<file path="config.mk">
export PLATFORM = sky130hd
export DESIGN_NAME = booth_mul_arbiter_flat
export DESIGN_NICKNAME = d
export VERILOG_FILES = /design/src/rtl/booth_mul_arbiter_if.sv /design/src/rtl/booth_mul_arbiter.sv /design/src/flat_wrapper.sv
export SDC_FILE = /design/constraint.sdc
export NUM_CORES = 1
export LEC_CHECK = 0
export ABC_AREA = 1
export BUFFER_PORTS_ARGS = -buffer_cell sky130_fd_sc_hd__buf_2
export CAP_MARGIN = 20
export CORE_AREA = 2 2 182 184
export DETAILED_ROUTE_END_ITERATION = 7
export DIE_AREA = 0 0 184 186
export GPL_TIMING_DRIVEN = 0
export PLACE_DENSITY = 0.63
export SLEW_MARGIN = 20
export SYNTH_ARGS = -nofsm -noshare
export SYNTH_HDL_FRONTEND = slang
export SYNTH_SLANG_ARGS = --single-unit
</file>
<file path="constraint.sdc">
create_clock -name clk -period 6.5 [get_ports clk]
set_input_delay 0.975 -clock clk [delete_from_list [all_inputs] [get_ports clk]]
set_output_delay 0.975 -clock clk [all_outputs]
set_load 0.03 [all_outputs]
</file>
<file path="src/rtl/booth_mul_arbiter_if.sv">
// Request/response and multiplier-side bundle for booth_mul_arbiter.
// The arbiter uses the slave view; requesters and the multiplier drive the master view.
interface booth_mul_arbiter_if #(
    parameter int NUM_REQ = 4,
    parameter int GW      = 2
);
    logic [NUM_REQ-1:0]    req_valid;
    logic [NUM_REQ-1:0]    req_ready;
    logic [32*NUM_REQ-1:0] req_a;
    logic [32*NUM_REQ-1:0] req_b;
    logic [NUM_REQ-1:0]    rsp_valid;
    logic [NUM_REQ-1:0]    rsp_ready;
    logic [63:0]           rsp_result;
    logic                  rsp_error;
    logic [31:0]           mul_a;
    logic [31:0]           mul_b;
    logic                  mul_en;
    logic                  mul_reset;
    logic [63:0]           mul_result;
    logic                  mul_done;
    logic                  busy;
    logic [GW-1:0]         grant_id;

    modport slave (
        input  req_valid, req_a, req_b, rsp_ready, mul_result, mul_done,
        output req_ready, rsp_valid, rsp_result, rsp_error,
               mul_a, mul_b, mul_en, mul_reset, busy, grant_id
    );

    modport master (
        output req_valid, req_a, req_b, rsp_ready, mul_result, mul_done,
        input  req_ready, rsp_valid, rsp_result, rsp_error,
               mul_a, mul_b, mul_en, mul_reset, busy, grant_id
    );
endinterface

</file>
<file path="src/rtl/booth_mul_arbiter.sv">
// Round-robin front end that time-shares one sequential Booth multiplier between
// NUM_REQ requesters, with a watchdog that turns a missing done into an error reply.
//
//   state   | meaning
//   --------+-----------------------------------------------------------
//   S_IDLE  | waiting for a request; req_ready points at the RR winner
//   S_CLEAR | one cycle of mul_en+mul_reset to re-initialise the multiplier
//   S_RUN   | multiplier stepping; watchdog counting RUN cycles
//   S_RESP  | rsp_valid held one-hot at grant_id until that requester accepts
module booth_mul_arbiter #(
    parameter int NUM_REQ = 4,
    parameter int TIMEOUT = 24,
    parameter int GW      = 2
) (
    input  logic                 clk,
    input  logic                 reset,
    booth_mul_arbiter_if.slave   bus
);

    localparam int WDW = $clog2(TIMEOUT + 1);
    localparam logic [NUM_REQ-1:0] ONE_HOT0 = NUM_REQ'(1);

    typedef enum logic [1:0] {
        S_IDLE,
        S_CLEAR,
        S_RUN,
        S_RESP
    } state_t;

    state_t               state_q;
    logic [GW-1:0]        last_grant_q;
    logic [GW-1:0]        grant_q;
    logic [31:0]          mul_a_q;
    logic [31:0]          mul_b_q;
    logic [63:0]          result_q;
    logic                 error_q;
    logic [NUM_REQ-1:0]   rsp_valid_q;
    logic                 busy_q;
    logic                 mul_reset_q;
    logic                 run_q;
    logic [WDW-1:0]       wd_q;

    logic                 win_found;
    logic [GW-1:0]        win_idx;
    logic [GW-1:0]        scan_idx;
    logic [31:0]          sel_a;
    logic [31:0]          sel_b;

    // Scan starts one past the last served requester so every requester gets a turn.
    always_comb begin
        win_found = 1'b0;
        win_idx   = '0;
        scan_idx  = '0;
        for (int k = 1; k <= NUM_REQ; k++) begin
            scan_idx = GW'((int'(last_grant_q) + k) % NUM_REQ);
            if (!win_found && bus.req_valid[scan_idx]) begin
                win_found = 1'b1;
                win_idx   = scan_idx;
            end
        end
    end

    always_comb begin
        sel_a = '0;
        sel_b = '0;
        for (int i = 0; i < NUM_REQ; i++) begin
            if (GW'(i) == win_idx) begin
                sel_a = bus.req_a[32*i +: 32];
                sel_b = bus.req_b[32*i +: 32];
            end
        end
    end

    always_ff @(posedge clk or posedge reset) begin
        if (reset) begin
            state_q      <= S_IDLE;
            last_grant_q <= GW'(NUM_REQ - 1);
            grant_q      <= '0;
            mul_a_q      <= '0;
            mul_b_q      <= '0;
            result_q     <= '0;
            error_q      <= 1'b0;
            rsp_valid_q  <= '0;
            busy_q       <= 1'b0;
            mul_reset_q  <= 1'b0;
            run_q        <= 1'b0;
            wd_q         <= '0;
        end else begin
            case (state_q)
                S_IDLE: begin
                    if (win_found) begin
                        mul_a_q     <= sel_a;
                        mul_b_q     <= sel_b;
                        grant_q     <= win_idx;
                        busy_q      <= 1'b1;
                        mul_reset_q <= 1'b1;
                        state_q     <= S_CLEAR;
                    end
                end
                S_CLEAR: begin
                    mul_reset_q <= 1'b0;
                    run_q       <= 1'b1;
                    wd_q        <= '0;
                    state_q     <= S_RUN;
                end
                S_RUN: begin
                    if (bus.mul_done) begin
                        result_q    <= bus.mul_result;
                        error_q     <= 1'b0;
                        run_q       <= 1'b0;
                        rsp_valid_q <= ONE_HOT0 << grant_q;
                        state_q     <= S_RESP;
                    end else if (wd_q == WDW'(TIMEOUT - 1)) begin
                        result_q    <= '0;
                        error_q     <= 1'b1;
                        run_q       <= 1'b0;
                        rsp_valid_q <= ONE_HOT0 << grant_q;
                        state_q     <= S_RESP;
                    end else begin
                        wd_q <= wd_q + 1'b1;
                    end
                end
                S_RESP: begin
                    if (bus.rsp_ready[grant_q]) begin
                        last_grant_q <= grant_q;
                        rsp_valid_q  <= '0;
                        busy_q       <= 1'b0;
                        state_q      <= S_IDLE;
                    end
                end
                default: state_q <= S_IDLE;
            endcase
        end
    end

    // req_ready is combinational, so it is gated by reset to keep every output low in reset.
    assign bus.req_ready  = (state_q == S_IDLE && win_found && !reset) ? (ONE_HOT0 << win_idx) : '0;
    assign bus.rsp_valid  = rsp_valid_q;
    assign bus.rsp_result = result_q;
    assign bus.rsp_error  = error_q;
    assign bus.mul_a      = mul_a_q;
    assign bus.mul_b      = mul_b_q;
    // Enable drops as soon as done is seen so the multiplier holds its product.
    assign bus.mul_en     = mul_reset_q | (run_q & ~bus.mul_done);
    assign bus.mul_reset  = mul_reset_q;
    assign bus.busy       = busy_q;
    assign bus.grant_id   = grant_q;

endmodule

</file>
<file path="src/flat_wrapper.sv">
// flat-port wrapper written by rule: the top's interface ports become plain ports
module booth_mul_arbiter_flat 
#(
    parameter int NUM_REQ = 4,
    parameter int TIMEOUT = 24,
    parameter int GW      = 2
)
  (clk, reset, bus_req_valid, bus_req_a, bus_req_b, bus_rsp_ready, bus_mul_result, bus_mul_done, bus_req_ready, bus_rsp_valid, bus_rsp_result, bus_rsp_error, bus_mul_a, bus_mul_b, bus_mul_en, bus_mul_reset, bus_busy, bus_grant_id);
  booth_mul_arbiter_if #(.NUM_REQ(NUM_REQ), .GW(GW)) bus_i ();
  input  logic clk;
  input  logic reset;
  input wire logic [$bits(bus_i.req_valid)-1:0] bus_req_valid;
  input wire logic [$bits(bus_i.req_a)-1:0] bus_req_a;
  input wire logic [$bits(bus_i.req_b)-1:0] bus_req_b;
  input wire logic [$bits(bus_i.rsp_ready)-1:0] bus_rsp_ready;
  input wire logic [$bits(bus_i.mul_result)-1:0] bus_mul_result;
  input wire logic [$bits(bus_i.mul_done)-1:0] bus_mul_done;
  output wire logic [$bits(bus_i.req_ready)-1:0] bus_req_ready;
  output wire logic [$bits(bus_i.rsp_valid)-1:0] bus_rsp_valid;
  output wire logic [$bits(bus_i.rsp_result)-1:0] bus_rsp_result;
  output wire logic [$bits(bus_i.rsp_error)-1:0] bus_rsp_error;
  output wire logic [$bits(bus_i.mul_a)-1:0] bus_mul_a;
  output wire logic [$bits(bus_i.mul_b)-1:0] bus_mul_b;
  output wire logic [$bits(bus_i.mul_en)-1:0] bus_mul_en;
  output wire logic [$bits(bus_i.mul_reset)-1:0] bus_mul_reset;
  output wire logic [$bits(bus_i.busy)-1:0] bus_busy;
  output wire logic [$bits(bus_i.grant_id)-1:0] bus_grant_id;
  assign bus_i.req_valid = bus_req_valid;
  assign bus_i.req_a = bus_req_a;
  assign bus_i.req_b = bus_req_b;
  assign bus_i.rsp_ready = bus_rsp_ready;
  assign bus_i.mul_result = bus_mul_result;
  assign bus_i.mul_done = bus_mul_done;
  assign bus_req_ready = bus_i.req_ready;
  assign bus_rsp_valid = bus_i.rsp_valid;
  assign bus_rsp_result = bus_i.rsp_result;
  assign bus_rsp_error = bus_i.rsp_error;
  assign bus_mul_a = bus_i.mul_a;
  assign bus_mul_b = bus_i.mul_b;
  assign bus_mul_en = bus_i.mul_en;
  assign bus_mul_reset = bus_i.mul_reset;
  assign bus_busy = bus_i.busy;
  assign bus_grant_id = bus_i.grant_id;
  booth_mul_arbiter #(.NUM_REQ(NUM_REQ), .TIMEOUT(TIMEOUT), .GW(GW)) u_core (.clk(clk), .reset(reset), .bus(bus_i));
endmodule
</file>
---- Word level (Yosys, flattened, before mapping) ----
Cells that the tools add are included.
cells by class
  add/sub/neg operators ................... 5
  order comparisons ....................... 5
  equal/unequal tests ..................... 12
  shift operators ......................... 2
  multiplexer cells ....................... 50
  bitwise operators ....................... 3
  reductions and logical operators ........ 25
operator list
  kind                   count
  $mux W32               8
  $mux W64               2
  $mux W2                8
  $mux W4                4
  $lt A2 B3 Y1 const B   5
  $mux W1                15
  $reduce_and A3 Y1      4
  $bmux W1 S2            5
  $mux W5                2
  $pmux W5 S2            1
  $reduce_and A2 Y1      5
  $reduce_bool A2 Y1     5
  $pmux W2 S4            1
  $pmux W4 S2            1
  $shl A1 B2 Y4 const A  2
  $pmux W1 S2            3
  $add A5 B1 Y5 const B  1
  $eq A5 B5 Y1 const B   1
  $logic_and A1 B1 Y1    5
  $add A2 B1 Y2 const B  2
  $add A2 B2 Y2 const B  2
  $eq A2 B2 Y1 const A   2
  $eq A2 B2 Y1 const B   2
  $logic_not A1 Y1       4
  other kinds (9)        12
storage, ports and cells
  register bits after elaboration ......... 147
  input bits .............................. 331
  output and inout bits ................... 142
  word-level logic and storage cells ...... 114

---- Longest topological paths before layout ----
  depth after elaboration ................. 18
  mapped depth ............................ 19
  depth with buffers taken out ............ 16

---- Least setup slack after synthesis ----
Ideal clock, no wire load.
  path kind ............................... input to output
  from .................................... input reset
  to ...................................... output bus_req_ready[1]
  arrival time ............................ 5,326 ps
  setup slack ............................. 199 ps
  cell stages on the path ................. 3
  path through ............................ inv_1 -> nand2_1 -> nor3_1
on the way
  cells in the longest elaborated chain, start to end .. 3
RTL lines
  element                            line                      source
  start: declaration                 flat_wrapper.sv:11        input logic reset;
  $logic_not A1 Y1 (no source line)  -
  $logic_and A1 B1 Y1                booth_mul_arbiter.sv:137  assign bus.req_ready = (state_q == S_IDLE && win_found && !reset) ? (ONE_HOT0 << win_idx) : '0;
  $mux W4                            booth_mul_arbiter.sv:137
  end: declaration                   flat_wrapper.sv:18        output wire logic [$bits(bus_i.req_ready)-1:0] bus_req_ready;
Every way passes these cells.

---- Final worst setup path ----
  from .................................... register u_core.last_grant_q[0]
  to ...................................... output bus_req_ready[2]
on the way
  cells in the longest elaborated chain, start to end .. 16
  elaborated cells between the ends (all ways) .. 30
RTL lines
  element                           line                      source
  start: declaration                booth_mul_arbiter.sv:31   logic [GW-1:0] last_grant_q;
  start signal: assignment          booth_mul_arbiter.sv:77   last_grant_q <= GW'(NUM_REQ - 1);
  start signal: assignment          booth_mul_arbiter.sv:125  last_grant_q <= grant_q;
  $add A2 B1 Y2                     booth_mul_arbiter.sv:55   scan_idx = GW'((int'(last_grant_q) + k) % NUM_REQ);
  $bmux W1 S2                       booth_mul_arbiter.sv:56   if (!win_found && bus.req_valid[scan_idx]) begin
  $mux W1 (implied by the code)     booth_mul_arbiter.sv:56
  $mux W1                           booth_mul_arbiter.sv:56
  $logic_not A1 Y1                  booth_mul_arbiter.sv:56
  $logic_and A1 B1 Y1               booth_mul_arbiter.sv:56
  $mux W1                           booth_mul_arbiter.sv:56
  $logic_not A1 Y1                  booth_mul_arbiter.sv:56
  $logic_and A1 B1 Y1               booth_mul_arbiter.sv:56
  $mux W1                           booth_mul_arbiter.sv:56
  $logic_not A1 Y1                  booth_mul_arbiter.sv:56
  $logic_and A1 B1 Y1               booth_mul_arbiter.sv:56
  $mux W1                           booth_mul_arbiter.sv:56
  $logic_and A1 B1 Y1 (2 in a row)  booth_mul_arbiter.sv:137
  $mux W4 (*)                       booth_mul_arbiter.sv:137
Mark *: on every way between the ends. The rest lies on a longest branch, timed or not. The select of a mux whose other input is x is not followed.

==> flow_summary.yaml <==
run_status:
  status: "finished, final reports clean"
critical_path:
  crit_fanout: 10
  timing.setup.critical_path_class: "flip-flop to output pin"
  end_kind: "output pin"
  worst-endpoint-arrival_ns: 3.33
  ff2ff_path_depth: 15
  crit_path_start_kind: "flip-flop"
  required_ns: 5.52
clock_network:
  clk_path_buf_depth: 2
  tritoncts: "yes"
  cts_root_buf: "clkbuf_16"
  holdBufCountCts: 0
  insertion_delay_ns: 0.44
  htree_levels: 4
  cts-buffers-inserted: 17
  postCtsSetupRepairBufs: 0
  cts.sinks: 147
  postCtsResizedCells: 0
  clkTransAtPathRegs_ns: 0.06
die:
  floorplan.rows: 66
  die_w_microns: 184
  core_area_sq_um: 32200
  dieArea_sq_um: 34200
  ports: 473
  floorplan.initialDensity_pct: 26.2
  die_y_microns: 186
synthesis:
  synth_area_per_cell_sq_um: 7.02
  yosys_register_bits: 147
  synth_largest_area_cell: "dfrtp_1"
  asyncSetResetFlopFracSynth_pct: 100
  synthesis.nets: 1538
  dominantRegCellSynth: "dfrtp_1"
  post-synth-top-area-fraction_pct: 43.0
  synth_enable_flop_cells: 0
  synth_common_cells: "nand2_1, o21ai_0, dfrtp_1"
  most_frequent_cell_after_synthesis: "nand2_1"
  synth_seq_area_share_pct: 43.6
  number_of_distinct_library_cell_variants_in_the_gate_level_netlist_after_synthesis: 34
  netlist_top_cells_area: "dfrtp_1, nand2_1, o21ai_0"
  syn-cell-area_sq_um: 8440
  synthesis.instances: 1201
  synth.yosys.warnings: 0
place:
  place_hpwl_microns: 28300
  pre_cts_ws_ns: 2.31
  gp_congestion: 0.846
  detailed_place.area_sq_um: 11300
  io_buffer_count: 472
global_route:
  antenna_found_initial: 9
  largest_net_degree_at_the_start_of_global_routing: 76
  groute.usage.overall_pct: 20.0
  global_route_wire_length_before_repair_microns: 51200
  first_global_vias: 9235
  globalRoute.totalOverflow: 0
worst_hold_path:
  timing.hold.worst.class: "flip-flop to flip-flop"
  min_path_cells: 2
run:
  max-cap-violations: 0
route:
  initialDrtViolationCount: 380
  drc_errors: 0
  routed_via_density: 4.59
  final_antenna_net_count: 0
  final_routed_wirelength_microns: 35900
  routed-via-count: 9730
  wire_per_inst_microns: 16.9
  detail_route.first_pass.iterations: 5
timing:
  rsz0062_at_grt: "no"
  worst_slew_pin_slew_ns: 0.739
  max-slew-margin-rel_pct: 50.8
  layout_min_cycle_time_ns: 4.31
  max_slew_violations: 0
  finalClockSkew_ns: 0.0130
  final-setup-viol-count: 0
  highest_achievable_clock_rate_ghz: 0.232
  fin_crit_sh_pct: 66.2
  worst_slack_ns: 2.19
  hold_viol: 0
cells_and_area:
  layout-drive-gt1-share_pct: 33.1
  final_design_area_no_fill_sq_um: 12000
  final_nets: 2030
  nFillCells: 3451
  area_delta_synth_final_pct: 42.5
power_and_ir_drop:
  p_per_area_nw_per_um2: 679
  peakVddDrop_uv: 305
  total_leakage_power_nw: 7.04
-- where the power goes --
group          leakage, nW  switching (W)  internal [W]
sequential            1.83       0.000245       0.00137
clock                0.321       0.000434      0.000700
combinational         4.89        0.00380       0.00162
-- sequential cells by signal, indices dropped and copies added, names as in the netlist --
| register | cells |
|---|---|
| u_core.bus.busy | 1 |
| u_core.bus.grant_id | 2 |
| u_core.bus.mul_a | 32 |
| u_core.bus.mul_b | 32 |
| u_core.bus.mul_reset | 1 |
| u_core.bus.rsp_error | 1 |
| u_core.bus.rsp_result | 64 |
| u_core.bus.rsp_valid | 4 |
| u_core.last_grant_q | 2 |
| u_core.run_q | 1 |
| u_core.state_q | 2 |
| u_core.wd_q | 5 |
-- path summary, 6_finish.rpt --
kind	slack, ns	from	endpoint
max	2.19	u_core.last_grant_q[0]	bus_req_ready[2]
min	0.47	u_core.bus.rsp_valid[1]	u_core.bus.rsp_valid[1]
max reg2reg	3.49	u_core.last_grant_q[0]	u_core.bus.mul_b[30]
min reg2reg	0.47	u_core.bus.rsp_valid[1]	u_core.bus.rsp_valid[1]
max in group asynchronous	5.09	reset	u_core.bus.mul_a[3]
min in group asynchronous	0.60	reset	u_core.bus.rsp_result[7]
-- cell type report --
| type | count | area [sq um] | share of cell area (%) |
|---|---|---|---|
| clock buffers | 19 | 443 | 3.68 |
| inverters | 131 | 499 | 4.15 |
| multi-input cells | 851 | 3840 | 32.0 |
| well taps | 408 | 510 | 4.25 |
| plain buffers | 72 | 418 | 3.48 |
| clock inverters | 13 | 221 | 1.84 |
| diodes | 6 | 15.0 | 0.125 |
| flip-flops and latches | 147 | 3680 | 30.6 |
| repair buffers | 473 | 2390 | 19.9 |
-- per-layer routing --
metal  up-vias  wire length, microns  GRT usage (%)
met4         8                   851           6.85
met5         -                    60              0
li1       4762                     -              -
met3        42                  3090           6.81
met2       436                 18000           36.3
met1      4482                 13800           21.6
-- critical path, stage by stage (launching register included) --
cell,delay [ns]
dfstp_2,0.51
buf_4,0.15
inv_2,0.06
buf_12,0.14
nand2_2,0.06
nand2_1,0.05
o21ai_1,0.18
inv_1,0.12
nand3_4,0.13
nand2_1,0.09
inv_1,0.40
buf_2,0.39
nand2_1,0.16
nor3_1,0.21
buf_2,0.24
-- stage by stage --
stage	hold WS, ns	util [%]	power, W	std cells	setup TNS, ns
finish	0.475	37.3	0.00816	2120	0
global route	0.493	37.3	0.00882	2116	0
CTS	0.476	37.3	0.00826	2114	0
detailed placement	0.461	35.2	0.00709	2082	0
global placement	0.457	35.1	0.00700	2081	-80.89
floorplan	0.453	-	0.00525	1201	0
-- kinds of logic after synthesis --
group | after synthesis | synth area share, %
buffers and inverters | 203 | 10.8
adders and majority gates | 6 | 0.890
DFF | 147 | 43.6
AOI/OAI and AO/OA | 209 | 13.0
xor gates and xnor gates | 2 | 0.208
and+or+nand+nor | 634 | 31.4
-- placed cells by master (no fill, tap or decap), types with 10 or more instances in the layout --
master     netlist  final
o21ai_0        164    164
inv_1          124    123
nand2_1        507    507
o21ai_1         21     21
nand2_2         11     11
nand3_1         73     73
dfrtp_1        145    145
nor3_1          13     13
o21bai_1        10     10
clkbuf_16        0     17
clkbuf_1        43     44
buf_2            8    480
nand4_1         10     10
buf_6           15     15
Note: power is estimated with default switching activity, not from simulation.
